==> config.mk <==
export PLATFORM = sky130hd
export DESIGN_NAME = muldiv_unit
export DESIGN_NICKNAME = d
export VERILOG_FILES = /design/src/rtl/riscv_pkg.sv /design/src/rtl/muldiv_divider.sv /design/src/rtl/muldiv_unit.sv
export SDC_FILE = /design/constraint.sdc
export NUM_CORES = 2
export LEC_CHECK = 0
export CAP_MARGIN = 20
export CORE_AREA = 2 2 420 422
export CTS_CLUSTER_DIAMETER = 200
export CTS_CLUSTER_SIZE = 8
export DETAILED_ROUTE_END_ITERATION = 12
export DIE_AREA = 0 0 422 424
export GPL_TIMING_DRIVEN = 0
export PLACE_DENSITY_LB_ADDON = 0.15
export SYNTH_ARGS = -nofsm -noshare
export SYNTH_HDL_FRONTEND = slang
export SYNTH_SLANG_ARGS = --single-unit
==> constraint.sdc <==
create_clock -name clk -period 16.7 [get_ports clk]
set_clock_uncertainty 0.2 [all_clocks]
set_input_delay 5.01 -clock clk [delete_from_list [all_inputs] [get_ports clk]]
set_output_delay 5.01 -clock clk [all_outputs]
set_load 0.03 [all_outputs]
==> src/rtl/riscv_pkg.sv <==
// Shared RV32M encodings and constants for the multiply/divide execute unit.
package riscv_pkg;

    localparam int XLEN = 32;
    localparam logic [31:0] DIV_BY_ZERO_Q = 32'hFFFF_FFFF;
    localparam logic [31:0] INT_MIN       = 32'h8000_0000;

    typedef enum logic [2:0] {
        OP_MUL    = 3'd0,
        OP_MULH   = 3'd1,
        OP_MULHSU = 3'd2,
        OP_MULHU  = 3'd3,
        OP_DIV    = 3'd4,
        OP_DIVU   = 3'd5,
        OP_REM    = 3'd6,
        OP_REMU   = 3'd7
    } muldiv_op_t;

    typedef enum logic [1:0] {
        IDLE = 2'd0,
        MUL  = 2'd1,
        DIV  = 2'd2,
        DONE = 2'd3
    } muldiv_state_t;

endpackage

==> src/rtl/muldiv_divider.sv <==
// Radix-2 restoring divider on unsigned magnitudes, one trial subtract per edge.
// Runs DIV_CYCLES iterations after start, then pulses done for one cycle.
module muldiv_divider #(
    parameter int XLEN       = 32,
    parameter int DIV_CYCLES = XLEN
) (
    input  logic            clk,
    input  logic            reset,
    input  logic            start,
    input  logic            abort,
    input  logic [XLEN-1:0] dividend,
    input  logic [XLEN-1:0] divisor,
    output logic            done,
    output logic [XLEN-1:0] quotient,
    output logic [XLEN-1:0] remainder
);

    localparam int CNT_W = $clog2(DIV_CYCLES);

    logic [XLEN-1:0]  rem_q, rem_d;
    logic [XLEN-1:0]  quot_q, quot_d;
    logic [XLEN-1:0]  dvsr_q, dvsr_d;
    logic [CNT_W-1:0] cnt_q, cnt_d;
    logic             run_q, run_d;
    logic             done_q, done_d;
    logic [XLEN:0]    shifted;
    logic [XLEN:0]    diff;

    always_comb begin
        rem_d   = rem_q;
        quot_d  = quot_q;
        dvsr_d  = dvsr_q;
        cnt_d   = cnt_q;
        run_d   = run_q;
        done_d  = 1'b0;
        // The dividend drains MSB-first out of the quotient register into the remainder.
        shifted = {rem_q, quot_q[XLEN-1]};
        diff    = shifted - {1'b0, dvsr_q};
        if (abort) begin
            run_d = 1'b0;
        end else if (start) begin
            rem_d  = '0;
            quot_d = dividend;
            dvsr_d = divisor;
            cnt_d  = CNT_W'(DIV_CYCLES - 1);
            run_d  = 1'b1;
        end else if (run_q) begin
            if (!diff[XLEN]) begin
                rem_d  = diff[XLEN-1:0];
                quot_d = {quot_q[XLEN-2:0], 1'b1};
            end else begin
                rem_d  = shifted[XLEN-1:0];
                quot_d = {quot_q[XLEN-2:0], 1'b0};
            end
            if (cnt_q == '0) begin
                run_d  = 1'b0;
                done_d = 1'b1;
            end else begin
                cnt_d = cnt_q - 1'b1;
            end
        end
    end

    always_ff @(posedge clk) begin
        if (reset) begin
            rem_q  <= '0;
            quot_q <= '0;
            dvsr_q <= '0;
            cnt_q  <= '0;
            run_q  <= 1'b0;
            done_q <= 1'b0;
        end else begin
            rem_q  <= rem_d;
            quot_q <= quot_d;
            dvsr_q <= dvsr_d;
            cnt_q  <= cnt_d;
            run_q  <= run_d;
            done_q <= done_d;
        end
    end

    assign done      = done_q;
    assign quotient  = quot_q;
    assign remainder = rem_q;

endmodule

==> src/rtl/muldiv_unit.sv <==
// RV32M execute-stage multiply/divide unit: 2-cycle multiply, iterative divide
// with a one-edge fast path for divide-by-zero and signed overflow.
module muldiv_unit #(
    parameter int XLEN       = 32,
    parameter int DIV_CYCLES = XLEN
) (
    input  logic            clk,
    input  logic            reset,
    input  logic            flush,
    input  logic            out_stall,
    input  logic            in_valid,
    output logic            in_ready,
    input  logic [2:0]      in_funct3,
    input  logic [XLEN-1:0] in_rs1_data,
    input  logic [XLEN-1:0] in_rs2_data,
    input  logic [4:0]      in_rd_address,
    output logic            out_valid,
    output logic [XLEN-1:0] out_data,
    output logic [4:0]      out_rd_address,
    output logic            busy
);

    import riscv_pkg::*;

    muldiv_state_t   state_q, state_d;
    muldiv_op_t      op_q, op_d, op_in;
    logic [XLEN-1:0] a_q, a_d, b_q, b_d;
    logic [4:0]      rd_q, rd_d;
    logic            qneg_q, qneg_d, rneg_q, rneg_d;
    logic [XLEN-1:0] out_data_q, out_data_d;
    logic [4:0]      out_rd_q, out_rd_d;

    logic            accept, in_signed, in_is_rem, b_zero, ovf;
    logic [XLEN-1:0] a_mag, b_mag, fast_res;
    logic            div_start, div_done;
    logic [XLEN-1:0] div_quot, div_rem;
    logic            a_sx, b_sx;
    logic signed [XLEN:0]     a_ext, b_ext;
    logic signed [2*XLEN-1:0] prod;

    assign op_in     = muldiv_op_t'(in_funct3);
    assign accept    = in_valid && in_ready && !flush;
    assign in_signed = (op_in == OP_DIV) || (op_in == OP_REM);
    assign in_is_rem = (op_in == OP_REM) || (op_in == OP_REMU);
    assign b_zero    = (in_rs2_data == '0);
    assign ovf       = in_signed && (in_rs1_data == INT_MIN) && (in_rs2_data == '1);
    assign a_mag     = (in_signed && in_rs1_data[XLEN-1]) ? -in_rs1_data : in_rs1_data;
    assign b_mag     = (in_signed && in_rs2_data[XLEN-1]) ? -in_rs2_data : in_rs2_data;

    always_comb begin
        if (b_zero) fast_res = in_is_rem ? in_rs1_data : DIV_BY_ZERO_Q;
        else        fast_res = in_is_rem ? '0 : INT_MIN;
    end

    // Multiplier works on the latched operands while the FSM sits in MUL.
    always_comb begin
        a_sx = 1'b0;
        b_sx = 1'b0;
        case (op_q)
            OP_MUL, OP_MULH: begin a_sx = a_q[XLEN-1]; b_sx = b_q[XLEN-1]; end
            OP_MULHSU:       a_sx = a_q[XLEN-1];
            default:         ;
        endcase
    end
    assign a_ext = {a_sx, a_q};
    assign b_ext = {b_sx, b_q};
    assign prod  = a_ext * b_ext;

    muldiv_divider #(
        .XLEN       (XLEN),
        .DIV_CYCLES (DIV_CYCLES)
    ) u_divider (
        .clk       (clk),
        .reset     (reset),
        .start     (div_start),
        .abort     (flush),
        .dividend  (a_mag),
        .divisor   (b_mag),
        .done      (div_done),
        .quotient  (div_quot),
        .remainder (div_rem)
    );

    always_comb begin
        state_d    = state_q;
        op_d       = op_q;
        a_d        = a_q;
        b_d        = b_q;
        rd_d       = rd_q;
        qneg_d     = qneg_q;
        rneg_d     = rneg_q;
        out_data_d = out_data_q;
        out_rd_d   = out_rd_q;
        div_start  = 1'b0;
        // Flush outranks everything and must not disturb the held result.
        if (flush) begin
            state_d = IDLE;
        end else begin
            case (state_q)
                IDLE: if (accept) begin
                    op_d   = op_in;
                    a_d    = in_rs1_data;
                    b_d    = in_rs2_data;
                    rd_d   = in_rd_address;
                    qneg_d = in_signed && (in_rs1_data[XLEN-1] ^ in_rs2_data[XLEN-1]);
                    rneg_d = in_signed && in_rs1_data[XLEN-1];
                    if (!in_funct3[2]) begin
                        state_d = MUL;
                    end else if (b_zero || ovf) begin
                        out_data_d = fast_res;
                        out_rd_d   = in_rd_address;
                        state_d    = DONE;
                    end else begin
                        div_start = 1'b1;
                        state_d   = DIV;
                    end
                end
                MUL: begin
                    out_data_d = (op_q == OP_MUL) ? prod[XLEN-1:0] : prod[2*XLEN-1:XLEN];
                    out_rd_d   = rd_q;
                    state_d    = DONE;
                end
                DIV: if (div_done) begin
                    if (op_q == OP_REM || op_q == OP_REMU)
                        out_data_d = rneg_q ? -div_rem : div_rem;
                    else
                        out_data_d = qneg_q ? -div_quot : div_quot;
                    out_rd_d = rd_q;
                    state_d  = DONE;
                end
                DONE: if (!out_stall) state_d = IDLE;
                default: state_d = IDLE;
            endcase
        end
    end

    always_ff @(posedge clk) begin
        if (reset) begin
            state_q    <= IDLE;
            op_q       <= OP_MUL;
            a_q        <= '0;
            b_q        <= '0;
            rd_q       <= '0;
            qneg_q     <= 1'b0;
            rneg_q     <= 1'b0;
            out_data_q <= '0;
            out_rd_q   <= '0;
        end else begin
            state_q    <= state_d;
            op_q       <= op_d;
            a_q        <= a_d;
            b_q        <= b_d;
            rd_q       <= rd_d;
            qneg_q     <= qneg_d;
            rneg_q     <= rneg_d;
            out_data_q <= out_data_d;
            out_rd_q   <= out_rd_d;
        end
    end

    assign in_ready       = (state_q == IDLE);
    assign busy           = (state_q == MUL) || (state_q == DIV);
    assign out_valid      = (state_q == DONE);
    assign out_data       = out_data_q;
    assign out_rd_address = out_rd_q;

endmodule

==> summary.md <==
| Metric | Value |
|---|---|
| Status | `finished clean` |
| Cell Pwr Density | `39.96 mW/mm²` |
| Vias in the first global route | `45,750` |
| Min Hold Slack | `0.2562 ns` |
| Peak supply drop | `0.06621 mV` |
| Mapped Area | `0.05203 mm²` |
| Critical Path End Type | `flop` |
| Via-to-Cell Ratio | `4.999` |
| EDFF count, synth | `0` |
| Sink Count | `216` |
| Pleak | `25.82 nW` |
| Core box area | `0.1750 mm²` |
| GP Congestion | `0.9869` |
| Hold_buf cts | `0` |
| Max clock buf depth | `3` |
| Postcts setup bufs | `0` |
| Global-route wire length before repair | `327.5 mm` |
| IO Count | `117` |
| Fin util | `0.3268` |
| Seq/Total Area, Yosys | `0.08310` |
| Root Buffer | `clkbuf_16` |
| Total track usage | `0.2515` |
| DRC viols | `0` |
| Highest-count cells in the layout ignoring fill and taps | `1,238 x inv_1, 1,185 x nand2_1, 1,115 x fa_1` |
| Final Max Tran Viols | `0` |
| WL/cell | `25.77 µm` |
| Min-delay src | `rd_q[4]` |
| Num rows | `154` |
| RSZ-0062 raised after global routing | `false` |
| Drt first pass iters | `6` |
| First-iteration detailed-routing DRC count | `3,451` |
| Tcrit/Tclk final | `0.7339` |
| Fillers | `18,960` |
| Fin. Hold Viols | `0` |
| Kind of critical path | `reg2reg` |
| Num CTS Buffers | `30` |
| DRT antenna net count | `0` |
| Die Span Y | `424 µm` |
| Final Setup Violations | `0` |
| HP Class | `reg2reg` |
| Via count | `43,520` |
| Ys Warns | `0` |
| R2R Path Start | `a_q[31]` |
| Crit Path Max Fanout | `10` |
| Post-synth top flop | `dfxtp_1` |
| Worst-Margin Slew | `1.178 ns` |
| Wirelength, routed | `224.4 mm` |
| Fraction of layout cells with a size suffix above 1 | `0.01415` |
| CP most frequent cell | `fa_1` |
| Minimum clock period | `12.26 ns` |
| Netlist cell types | `74` |
| Nets | `7,819` |
| Synth async-reset ratio | `0` |
| CTS tree | `built` |
| Initial antenna violation count | `10` |
| Worst-Skew Late Latency | `0.61 ns` |
| Max Cap Viol | `0` |
| Post-synthesis register bit count | `216` |
| Die width | `422 µm` |
| Post-detail-place hpwl | `193.2 mm` |
| Largest net degree at the start of global routing | `18` |
| Total gr overflow | `0` |
| Critical Path Start Type | `flop` |
| Worst setup startpoint | `a_q[31]` |
| Reg clk slew, reported paths | `0.06 ns` |
| Post-Route Setup TNS | `0 ns` |
| H-tree depth | `1` |
| Req. time, crit path | `16.94 ns` |
| Post-Syn Instances | `6,203` |
| CP peak stage delay | `0.80 ns` |
| Post-CTS resize count | `0` |
| Crit path DAT | `12.50 ns` |
| Initial Utilization | `0.2974` |
| Die area | `0.1789 mm²` |
| Mapped Nets | `7,661` |
| Most common cell after layout, fill and taps aside | `inv_1` |
| Buffers on Ports | `107` |
| Worst rel slew slack | `0.2150` |
| Critical-path top delay cell | `clkbuf_1` |
| Synthesized area per cell | `8.388 µm²` |
| Max Freq | `81.59 MHz` |
| P&R area growth vs syn | `9.895%` |
kinds of logic after synthesis:
group                      count (synthesis)  synth area share
adders and majority gates               1381            0.4930
and+or+nand+nor                         1937            0.1665
DFF                                      216           0.08310
AOI/OAI and AO/OA                        801           0.09720
buffers and inverters                   1614            0.1168
muxes                                     27          0.005194
xor gates and xnor gates                 227           0.03821
path summary, 6_finish.rpt:
path,endpoint,slack [ns],depth (start not counted)
max,out_data[27],4.44,30
min,rd_q[4],0.26,2
max reg2reg,out_data[27],4.44,30
min reg2reg,rd_q[4],0.26,2
flip-flops by register name, indices dropped and copies added (netlist names):
register	flops
a_q	32
b_q	32
out_data	32
u_divider.dvsr_q	32
u_divider.quotient	32
u_divider.remainder	32
out_rd_address	5
rd_q	5
u_divider.cnt_q	5
op_q	3
state_q	2
qneg_q	1
rneg_q	1
u_divider.done	1
u_divider.run_q	1
area by class of cell:
type                            count  area [µm²]  area share
Buffer                            376        1434     0.02508
Timing Repair Buffer              126        1424     0.02490
Sequential cell                   216        4324     0.07562
Inverter                         1238        4647     0.08127
Clock inverter                      1       30.03   0.0005252
Clock buffer                       30       750.7     0.01313
Multi-Input combinational cell   4373       41630      0.7280
Antenna cell                        6       15.01   0.0002626
Tap cell                         2340        2928     0.05120
cell usage after synthesis, drive strengths merged, types with 8 or more instances:
| cell | count | area [µm²] |
|---|---|---|
| a31oi | 18 | 112.6 |
| a41oi | 8 | 77.58 |
| o41ai | 11 | 96.34 |
| nor2b | 17 | 106.4 |
| and3 | 14 | 87.58 |
| o21bai | 11 | 82.58 |
| o31ai | 35 | 262.8 |
| buf | 18 | 88.84 |
| xnor2 | 144 | 1261 |
| ha | 266 | 3328 |
| and2 | 296 | 1852 |
| a211oi | 54 | 405.4 |
| nor3 | 39 | 206.5 |
| o21ai | 175 | 883.4 |
| dfxtp | 216 | 4324 |
| mux2i | 27 | 270.3 |
| o211ai | 81 | 608.1 |
| o21a | 15 | 112.6 |
| nor4 | 22 | 137.6 |
| a21o | 49 | 367.9 |
| nand2b | 22 | 137.6 |
| or2 | 14 | 87.58 |
| fa | 1115 | 22320 |
| nand2 | 1185 | 4448 |
| a21oi | 258 | 1291 |
| xor2 | 83 | 727.0 |
| inv | 1238 | 4647 |
| nand4 | 30 | 187.7 |
| or3 | 12 | 75.07 |
| or4 | 18 | 138.9 |
| nand3 | 54 | 275.3 |
| nor2 | 188 | 705.7 |
| clkbuf | 358 | 1344 |
per-stage QoR:
step	instance area (µm²)	setup WS [ns]	total power [W]	cells
after floorplan	52030	8.047	0.001201	6203
after global placement	56030	4.503	0.001722	8650
after detailed placement	56340	4.439	0.001722	8665
after CTS	57120	4.362	0.002295	8696
after global routing	57170	4.037	0.002401	8700
final	57180	4.443	0.002285	8706
metal layers:
metal	GRT usage	part of all wire
met5	0	0.00029
met4	0.08268	0.042
met3	0.02885	0.058
met2	0.4142	0.46
met1	0.3435	0.44
worst max-delay path, delay by kind of cell, from the launching register on:
| family | cells | cell delay, ns |
|---|---|---|
| adders and majority gates | 9 | 4.88 |
| xor gates and xnor gates | 2 | 0.51 |
| AOI/OAI and AO/OA | 7 | 2.06 |
| buffers and inverters | 9 | 2.97 |
| DFF | 1 | 0.55 |
| and+or+nand+nor | 3 | 0.84 |
where the power goes:
part	total [W]	internal (W)	leakage, nW	switching (W)
sequential	0.000564	0.000533	1.75	0.0000307
clock	0.000560	0.000314	0.381	0.000246
combinational	0.00116	0.000362	23.7	0.000799
total	0.00228	0.00121	25.8	0.00108
(Power assumes the default switching activity.)
